### src/rtl/booth_uc.sv
// booth_uc: Moore control unit sequencing a radix-2 Booth multiplier datapath.
module booth_uc #(
    parameter int N = 4
) (
    input  logic clk,
    input  logic reset,
    input  logic start,
    input  logic q0,
    input  logic q_1,
    output logic CargaQ,
    output logic CargaM,
    output logic InicA,
    output logic CargaA,
    output logic Resta,
    output logic DesplazaA,
    output logic DesplazaQ,
    output logic Fin
);
    localparam int CW = $clog2(N + 1);
    typedef enum logic [2:0] {IDLE, LOAD, EVAL, ADD, SUB, SHIFT, DONE} state_t;
    state_t state, state_nx;
    logic [CW-1:0] cnt, cnt_nx, cnt_inc;
    assign cnt_inc = cnt + 1'b1;
    always_ff @(posedge clk or negedge reset) begin
        if (!reset) begin
            state <= IDLE;
            cnt   <= '0;
        end else begin
            state <= state_nx;
            cnt   <= cnt_nx;
        end
    end
    always_comb begin
        state_nx = IDLE;
        cnt_nx   = cnt;
        case (state)
            IDLE:  state_nx = start ? LOAD : IDLE;
            LOAD: begin
                state_nx = EVAL;
                cnt_nx   = '0;
            end
            EVAL:  state_nx = ({q0, q_1} == 2'b10) ? SUB : ({q0, q_1} == 2'b01) ? ADD : SHIFT;
            ADD:   state_nx = SHIFT;
            SUB:   state_nx = SHIFT;
            SHIFT: begin
                cnt_nx   = cnt_inc;
                state_nx = (cnt_inc == CW'(N)) ? DONE : EVAL;
            end
            DONE:  state_nx = start ? DONE : IDLE;
            default: state_nx = IDLE;
        endcase
    end
    assign CargaQ    = state == LOAD;
    assign CargaM    = state == LOAD;
    assign InicA     = state == LOAD;
    assign CargaA    = state == ADD || state == SUB;
    assign Resta     = state == SUB;
    assign DesplazaA = state == SHIFT;
    assign DesplazaQ = state == SHIFT;
    assign Fin       = state == DONE;
endmodule

### config.mk
export PLATFORM = sky130hd
export DESIGN_NAME = booth_uc
export DESIGN_NICKNAME = d
export VERILOG_FILES = /design/src/rtl/booth_uc.sv
export SDC_FILE = /design/constraint.sdc
export NUM_CORES = 1
export LEC_CHECK = 0
export CORE_AREA = 8 8 45 47
export CTS_CLUSTER_SIZE = 16
export DETAILED_ROUTE_END_ITERATION = 8
export DIE_AREA = 0 0 53 55
export MAX_ROUTING_LAYER = met4
export PLACE_DENSITY_LB_ADDON = 0.1
export SLEW_MARGIN = 0
export SYNTH_ARGS = -nofsm -noshare
export SYNTH_HDL_FRONTEND = slang
export SYNTH_SLANG_ARGS = --single-unit
### constraint.sdc
create_clock -name clk -period 2.2 [get_ports clk]
set_clock_uncertainty 0.2 [all_clocks]
set_input_delay 0.66 -clock clk [delete_from_list [all_inputs] [get_ports clk]]
set_output_delay 0.66 -clock clk [all_outputs]
set_load 0.05 [all_outputs]
==> results of run 1 <==
-- layer usage --
metal	wire [um]	global-route usage (%)
met1	300	6.13
met2	498	12.9
met3	73	5.08
met4	0	2.59
met5	0	-
-- sequential cells by signal, indices dropped and copies added (netlist names) --
name and flops:
cnt 3, state 3
-- power groups by stage --
stage / clock [mW] / combinational [mW] / sequential [mW]
6_report: 0.0985 / 0.800 / 0.186
5_1_grt: 0.112 / 0.843 / 0.192
4_1_cts: 0.103 / 0.764 / 0.189
3_5_place_dp: 0 / 0.731 / 0.187
3_3_place_gp: 0 / 0.723 / 0.186
2_1_floorplan: 0 / 0.439 / 0.189
-- worst max-delay path: stages (launching register included) --
cell,delay [ns]
dfrtp_2,0.43
or2b_1,0.28
o22ai_2,0.23
buf_12,0.17
-- layout make-up --
type / instances / area, sq um
sequential: 6 / 151
timing repair buffer: 16 / 230
inverter: 3 / 11.3
multi-input combinational: 28 / 203
clock buffer: 3 / 22.5
fill: 123 / 746
tap: 16 / 20.0
-- final timing paths --
path / to / slack, ns / cells past startpoint
max: CargaA / -0.005 / 3
min: cnt[2] / 0.29 / 2
max reg2reg: state[1] / 0.77 / 4
min reg2reg: cnt[2] / 0.29 / 2
max in group asynchronous: state[0] / 1.10 / 1
min in group asynchronous: cnt[2] / 0.46 / 1
-- logic make-up (layout without fill, tap and decap cells) --
kind of cell    count (synthesis)  count (layout)  share of synthesized area [%]
flops                           6               6                           39.6
buf+inv                         8              22                           13.9
simple gates                   18              18                           24.8
compound gates                  7               7                           12.2
fa+ha+maj                       2               2                           6.60
mux                             1               1                           2.97
-- what timing repair did --
item / CTS / global route
pin swaps: 0 / 1
setup endpoints to repair: 6 / 3
gates cloned: 0 / 0
resized for setup: 5 / 1
setup buffers: 0 / 2
-- cell usage in the layout, fill, tap and decap left out, types with 2 or more instances in the layout --
| master | Yosys | final |
|---|---|---|
| buf_12 | 0 | 8 |
| nor2_4 | 0 | 2 |
| nand2b_1 | 3 | 2 |
| clkbuf_4 | 0 | 3 |
| nor2_1 | 5 | 4 |
| ha_1 | 2 | 2 |
| clkdlybuf4s50_1 | 0 | 4 |
| nand2_1 | 4 | 4 |
| buf_4 | 4 | 4 |
| dfrtp_1 | 6 | 5 |
| inv_1 | 3 | 3 |
| o21ai_0 | 2 | 2 |
-- stage by stage --
step	setup TNS, ns	setup WS [ns]	util, %
after floorplan	-0.540	-0.142	-
after global placement	0	0.198	41.6
after detailed placement	0	0.130	41.6
after CTS	0	0.0195	44.7
after global routing	-0.103	-0.0565	46.1
final	-0.00522	-0.00522	46.1
==> summary.md, run 1 <==
| Metric | Value |
|---|---|
| Status | finished, violations left |
| Failing checks | negative setup slack |
| Req. time, crit path | 1.34 ns |
| Gpl congestion | 0.754 |
| Global route overflow | 0 |
| Total Wirelength | 871 um |
| Die ar. | 2920 sq um |
| Site Rows | 14 |
| Worst-Margin Slew | 0.272 ns |
| Antenna-violating nets left | 0 |
| Minimum clock period | 2.21 ns |
| Relative slew slack | 81.8% |
| Port bufs | 12 |
| Layout cells sized above 1 | 37.5% |
| Period utilization | 100% |
| Clk buf depth | 2 |
| # nets final | 65 |
| Vias/cell | 4.72 |
| RSZ-0062 raised after global routing | yes |
| CTS tree | built |
| Global-route wire length before repair | around 1500 um |
| Yosys top cell area share | 39.6% |
| Count leader, synth | dfrtp_1 |
| CP max FO | 8 |
| Clk sink count | 6 |
| Worst min-delay path category | flip-flop to flip-flop |
| Drt wl/cell | approximately 12 um |
| Flops & latches, synth | 6 |
| Worst Hold Slack | a little under 0.3 ns |
| Critical path class | flip-flop to output port |
| Net Sw Frac | 46.3% |
| Count of hold-fix buffers inserted at cts | 0 |
| Final hold violations | 0 |
| Synth Area per Inst | 9.03 sq um |
| Die Ht | about 55 um |
| Top cells by count, synth | 6 x dfrtp_1, 5 x nor2_1, 4 x buf_4, 4 x nand2_1 |
| Initial Util | 27.4% |
| Crit. Startpoint | state[0] |
| DRC viols | 0 |
| Clock root cell | clkbuf_4 |
| Antenna violations before repair | 0 |
| Worst EP arrival | 1.35 ns |
| Ys flop type | dfrtp_1 |
| Comb pwr share | about three quarters |
| Max Slew Vio Count | 0 |
| Layout Area Growth over Synthesis | 68.3% |
| Synth async-reset ratio | 100% |
| Top cells by area, synth | dfrtp_1 40%, buf_4 7.9%, ha_1 6.6% |
| Vias in the first global route | 365 |
| Leak | 0.274 nW |
| Synth warnings | 0 |
| Die X | between 50 and 60 um |
| Core box area | 1380 sq um |
| Worst r2r src | state[2] |
| Router iterations before antenna repair | 2 |
| Int Pwr | a little under 0.6 mW |
| 1st-iter DRT viols | 8 |
| Worst Setup Start Kind | flip-flop |
| Register clock-pin slew on the reported worst setup and hold paths | 0.05 ns |
| Maximum clock frequency | approximately 450 MHz |
| Tot GR Track Use | 7.40% |
| PD cells | 1700 nW/um^2 |
| Post-synthesis sequential area ratio | 39.6% |
| Hpwl dp | 711 um |
| Synth area leader | dfrtp_1 |
| Vias | 340 |
| Synth Instances | 42 |
| Non-filler instance count after layout | between 70 and 80 |
| Clock share of power | 9.1% |
| H-tree depth | 1 |
| Placed insts | 67 |
| Syn Nets | 49 |
| Max IR drop VDD | 0.657 mV |
| Max-cap violations | 0 |
| Post-synth EDFFs | 0 |
| Crit path capture type | output port |
| Sequential group share of total power | 17.1% |
| Finished layout cell area | 638 sq um |
| Syn Std Cell Area | between 300 and 400 sq um |
| Clk_lat worst skew | 0.24 ns |
| Diode count | 0 |
| Final Setup Violations | 1 |
| Hold Crit Start | cnt[2] |
| Worst setup margin | -0.00522 ns |
| Sw power | 0.502 mW |
| Num ports | 13 |
| Clock buffer count from CTS | 3 |
| Number of library cell types mapped by synthesis | 20 |
| Largest net degree at the start of global routing | 10 |
| Dpl cell area | 576 sq um |
| Final Power | around 1.1 mW |
Note: power is estimated with default switching activity, not from simulation.
==> inputs of run 2 (changes only) <==
--- a/config.mk
+++ b/config.mk
@@ -10,7 +10,7 @@
 export DETAILED_ROUTE_END_ITERATION = 8
 export DIE_AREA = 0 0 53 55
 export MAX_ROUTING_LAYER = met4
-export PLACE_DENSITY_LB_ADDON = 0.1
+export PLACE_DENSITY = 0.61
 export SLEW_MARGIN = 0
 export SYNTH_ARGS = -nofsm -noshare
 export SYNTH_HDL_FRONTEND = slang
==> run 2 against run 1 <==
The flow now finishes without violations. Global-route usage down 1.1 points. Die area did not move. Non-clock buffer count unchanged. Sequential power fell by 5%. Sequential share of layout area up 0.28 points. Cell count unchanged. Worst hold slack worse by 0.014 ns.
==> summary.md, run 2 (synthesis results as in run 1) <==
| Metric | Value |
|---|---|
| Status | finished, final reports clean |
| Initial Util | between 20 and 30% |
| Gpl congestion | between 0.7 and 0.8 |
| Worst EP arrival | between 1 and 1.5 ns |
| Crit path capture type | output port |
| Max Slew Vio Count | 0 |
| Hold-critical path depth | 2 |
| Clk buf depth | 2 |
| Final Setup Violations | 0 |
| Diode count | 0 |
| Router iterations before antenna repair | 4 |
| Drt wl/cell | 11.3 um |
| Hpwl dp | 654 um |
| Max-cap violations | 0 |
| Maximum clock frequency | between 400 and 500 MHz |
| Die Ht | 55 um |
| Worst min-delay path category | flip-flop to flip-flop |
| FF-to-FF setup slack | 0.78 ns |
| Most frequent cells in the layout | 8 x buf_12, 5 x dfrtp_1 |
| Tot GR Track Use | 6.27% |
| Met1 global-route usage | between 4 and 5% |
| Register clock-pin slew on the reported worst setup and hold paths | 0.04 ns |
| Busiest layer in global routing | met2 |
| Worst Hold Slack | 0.280 ns |
| Final-layout fill cell count | roughly 120 |
| Largest stage delay, worst path | about 0.40 ns |
| Global-route wire length before repair | 1210 um |
| H-tree depth | 1 |
| Period utilization | 98.4% |
| Sum Neg Setup Slack | 0 ns |
| Sequential cell area | 151 sq um |
| RSZ-0062 raised after global routing | yes |
| Hold endpoint | cnt[2] |
| Area of the multi-input gates | 195 sq um |
| Vias/cell | 4.74 |
| Leak | 0.269 nW |
| Worst path cell trace | or2b_1, o22ai_2, buf_12 |
| Vias | 341 |
| Worst r2r src | state[2] |
| Relative slew slack | 81.3% |
| Worst-Margin Slew | roughly 0.28 ns |
| Clock root cell | clkbuf_4 |
| Vias in the first global route | ~320 |
| Final hold violations | 0 |
| Port bufs | 12 |
| Biggest regs | cnt x3, state x3 |
| Worst Setup Start Kind | flip-flop |
| Commonest non-fill, non-tap cell in the layout | buf_12 |
| Die X | 53 um |
| CP delay by family, top | flip-flops |
| Minimum clock period | 2.16 ns |
| R2R depth | 4 |
| 1st-iter DRT viols | 2 |
| Clk_lat worst skew | roughly 0.24 ns |
| Antenna violations before repair | 0 |
| PD cells | 1690 nW/um^2 |
| Layout cells sized above 1 | 35.7% |
| Req. time, crit path | 1.34 ns |
| Antenna-violating nets left | 0 |
| Largest net degree at the start of global routing | 10 |
| Hold Crit Start | cnt[2] |
| Core box area | 1380 sq um |
| Layout Area Growth over Synthesis | 66.3% |
| Site Rows | 14 |
| Worst setup margin | 0.0350 ns |
| Clk sink count | 6 |
| Worst slack, placed | 0.202 ns |
| Global route overflow | 0 |
| Final Power | 1.07 mW |
| Crit path depth | 3 |
| M2 GR Usage | 11.1% |
| CTS tree | built |
| Die ar. | 2920 sq um |
| Clock buffer count from CTS | 3 |
| Total Wirelength | 816 um |
| DRC viols | 0 |
| Slowest CP cell | dfrtp_2 |
| WP buf/inv | 1 |
| R2R Path End | state[1] |
| Met3 Usage GRT | 0.802% |
| Num ports | 13 |
| CP max FO | 3 |
| # nets final | 65 |
| Max IR drop VDD | approximately 0.49 mV |
| Critical path class | flip-flop to output port |
[run 2: cell counts in the layout (fill, tap and decap cells not counted)]
Identical to the previous run, type by type.
[run 2: power breakdown]
| part | switching [mW] | leakage (nW) | total (mW) | internal, mW |
|---|---|---|---|---|
| clock | 0.0386 | 0.0138 | 0.100 | 0.0616 |
| combinational | 0.433 | 0.179 | 0.789 | 0.356 |
| sequential | 0.0215 | 0.0766 | 0.176 | 0.154 |
| total | 0.493 | 0.269 | 1.07 | 0.572 |
[run 2: how the worst max path moves through the flow]
stage	slack, ns	endpoint	start
3_3_place_gp	0.23	CargaA	state[0]
3_5_place_dp	0.20	CargaA	state[0]
4_1_cts	-0.005	Resta	state[0]
2_1_floorplan	-0.14	CargaQ	state[1]
6_report	0.04	CargaA	state[0]
5_1_grt	-0.02	CargaA	state[0]
[run 2: metal layers]
metal / vias to the layer above / share of wire (%)
met5: - / 0
met4: 0 / 2.6
met3: 3 / 5.4
met2: 9 / 55
met1: 158 / 36
li1: 171 / -
[run 2: area by class of cell]
| cell class | count | area share [%] |
|---|---|---|
| timing repair buffer | 16 | 36.5 |
| multi-input combinational | 28 | 31.0 |
| sequential | 6 | 24.0 |
| clock buffer | 3 | 3.57 |
| tap | 16 | 3.17 |
| inverter | 3 | 1.79 |
[run 2: worst reg2reg max path, stage by stage (launching register included)]
cell and delay, ns:
dfrtp_1 0.37, buf_4 0.17, nand2b_1 0.17, or3_1 0.35, nand3_1 0.09
[run 2: through the flow]
step | cell area, sq um | util [%] | std cells
floorplan | 382 | - | 42
global placement | 583 | 42.1 | 68
detailed placement | 583 | 42.1 | 68
CTS | 622 | 44.9 | 71
global route | 631 | 45.6 | 72
finish | 631 | 45.6 | 72
[run 2: timing repair]
| item | in CTS | in global routing |
|---|---|---|
| resized for setup | 3 | 1 |
| endpoints found under the setup margin | 4 | 8 |
| setup buffers | 0 | 1 |
| pin swaps | 0 | 1 |
| hold endpoints to repair | 0 | 0 |
| hold buffers | 0 | 0 |
==> inputs of run 3 (changes only) <==
--- a/config.mk
+++ b/config.mk
@@ -10,7 +10,7 @@
 export DETAILED_ROUTE_END_ITERATION = 8
 export DIE_AREA = 0 0 53 55
 export MAX_ROUTING_LAYER = met4
-export PLACE_DENSITY = 0.61
+export PLACE_DENSITY = 0.6
 export SLEW_MARGIN = 0
 export SYNTH_ARGS = -nofsm -noshare
 export SYNTH_HDL_FRONTEND = slang
==> run 3 against run 2 <==
Count of clock-buffer cells in the layout did not move. Routed wire length shrank 3.7%. Die area is the same. Worst hold slack better by 0.0056 ns. Clock power grew 6%. Combinational power down 4.9%. Total power shrank 1.8%. Highest routed layer unchanged. Sequential power up 8%. Worst setup slack got worse by 0.027 ns. Critical path depth stayed put.
==> summary.md, run 3 (synthesis results as in run 1) <==
| Metric | Value |
|---|---|
| Status | finished, final reports clean |
| Crit path capture type | output port |
| Initial Util | 27.4% |
| Crit. Startpoint | state[0] |
| # nets final | 63 |
| FF-to-FF setup slack | about 0.8 ns |
| Worst slack, placed | 0.155 ns |
| Vias/cell | around 4.6 |
| Postcts setup bufs | 0 |
| Worst Hold Slack | 0.286 ns |
| Critical path class | flip-flop to output port |
| RSZ-0062 raised after global routing | yes |
| R2R depth | 4 |
| Num ports | 13 |
| Layout cells sized above 1 | 35.2% |
| Clock buffer count from CTS | 3 |
| CTS tree | built |
| Worst setup margin | slightly above 0.008 ns |
| Gpl congestion | about 0.80 |
| Non-filler instance count after layout | 70 |
| Site Rows | 14 |
| R2R Path End | state[1] |
| H-tree depth | 1 |
| Largest net degree at the start of global routing | 10 |
| Worst r2r src | state[2] |
| Hpwl dp | 600 um |
| Max IR drop VDD | 0.745 mV |
| CP max FO | 9 |
| Minimum clock period | 2.19 ns |
| Commonest non-fill, non-tap cell in the layout | buf_12 |
| Max Slew Vio Count | 0 |
| Maximum clock frequency | 456 MHz |
| Port bufs | 12 |
| Final Setup Violations | 0 |
| Period utilization | between 90% and 100% |
| Worst min-delay path category | flip-flop to flip-flop |
| Drt wl/cell | ~11 um |
| Sum Neg Setup Slack | 0 ns |
| Vias in the first global route | just over 300 |
| Global route overflow | 0 |
| Leak | between 0.2 and 0.3 nW |
| Most frequent cells in the layout | 8 x buf_12, 5 x dfrtp_1, 4 x nor2_1, 4 x nand2_1, 4 x clkdlybuf4s50_1 |
| Clk_lat worst skew | 0.25 ns |
| Worst EP arrival | between 1 and 1.5 ns |
| Vias | 320 |
| Final hold violations | 0 |
| Register clock-pin slew on the reported worst setup and hold paths | 0.05 ns |
| Layout Area Growth over Synthesis | 63.0% |
| Largest stage delay, worst path | 0.45 ns |
| PD cells | 1690 nW/um^2 |
| DRC viols | 0 |
| WP buf/inv | 1 |
| Global-route wire length before repair | roughly 1300 um |
| Worst setup path endpoint | Resta |
| Core box area | 1380 sq um |
| Antenna violations before repair | 0 |
| Clk sink count | 6 |
| 1st-iter DRT viols | 14 |
| Die Ht | 55 um |
| Max-cap violations | 0 |
| Clock root cell | clkbuf_4 |
| Placed insts | 67 |
| Worst Setup Start Kind | flip-flop |
| Antenna-violating nets left | 0 |
| Worst-Margin Slew | 0.281 ns |
| Die ar. | 2920 sq um |
| Clk buf depth | 2 |
| Total Wirelength | 786 um |
| Die X | 53 um |
| Biggest regs | cnt x3, state x3 |
| Router iterations before antenna repair | 3 |
| Tot GR Track Use | 6.56% |
| CP delay by family, top | simple AND/OR/NAND/NOR gates |
| Slowest CP cell | dfrtp_2 |
| Count of hold-fix buffers inserted at cts | 0 |
| Diode count | 0 |
| Worst path cell trace | or2b_1, nor2_1, buf_12 |
| Req. time, crit path | roughly 1.3 ns |
| Relative slew slack | approximately 81% |
| Crit path depth | 3 |
-- run 3: changes by cell type in the layout (fill, tap and decap cells not counted) --
cell	previous run	this run
nand2b_1	3	2
buf_4	4	2
nand2b_2	0	1
-- run 3: worst register-to-register path, delay by kind of cell, from the launching register on --
kind / cells / cell delay, ns
DFF: 1 / 0.37
buffers and inverters: 1 / 0.17
and+or+nand+nor: 3 / 0.63
-- run 3: timing repair --
action,4_1_cts,5_1_grt
endpoints found under the setup margin,6,6
resized for setup,5,0
cloned,0,0
-- run 3: where the power goes --
part / internal, mW / switching (mW)
combinational: 0.337 / 0.413
clock: 0.0620 / 0.0443
sequential: 0.154 / 0.0355
total: 0.553 / 0.493
-- run 3: area by class of cell --
class,count,area (sq um)
Inverter,3,11.3
Clock buffer,3,22.5
Multi-Input combinational cell,28,198
Tap cell,16,20.0
Fill cell,129,766
Sequential cell,6,151
Timing Repair Buffer,14,215
-- run 3: how the worst min path moves through the flow --
stage,cells past startpoint,end,startpoint
global placement,2,cnt[2],cnt[2]
CTS,2,cnt[2],cnt[2]
finish,2,cnt[2],cnt[2]
floorplan,0,cnt[0],reset
global route,2,cnt[1],cnt[1]
detailed placement,2,cnt[2],cnt[2]
-- run 3: per-layer routing --
metal / up-vias / wire length [um] / track usage, %
met5: - / 0 / -
met4: 0 / 60 / 9.05
met3: 5 / 74 / 1.87
met2: 14 / 284 / 7.81
met1: 139 / 367 / 7.38
li1: 162 / - / -
-- run 3: metrics by stage --
stage	utilization (%)	power [mW]	area, sq um
finish	44.7	1.05	618
global route	44.7	1.10	618
CTS	44.7	1.05	618
detailed placement	41.6	0.905	576
global placement	41.6	0.902	576
floorplan	-	0.628	382
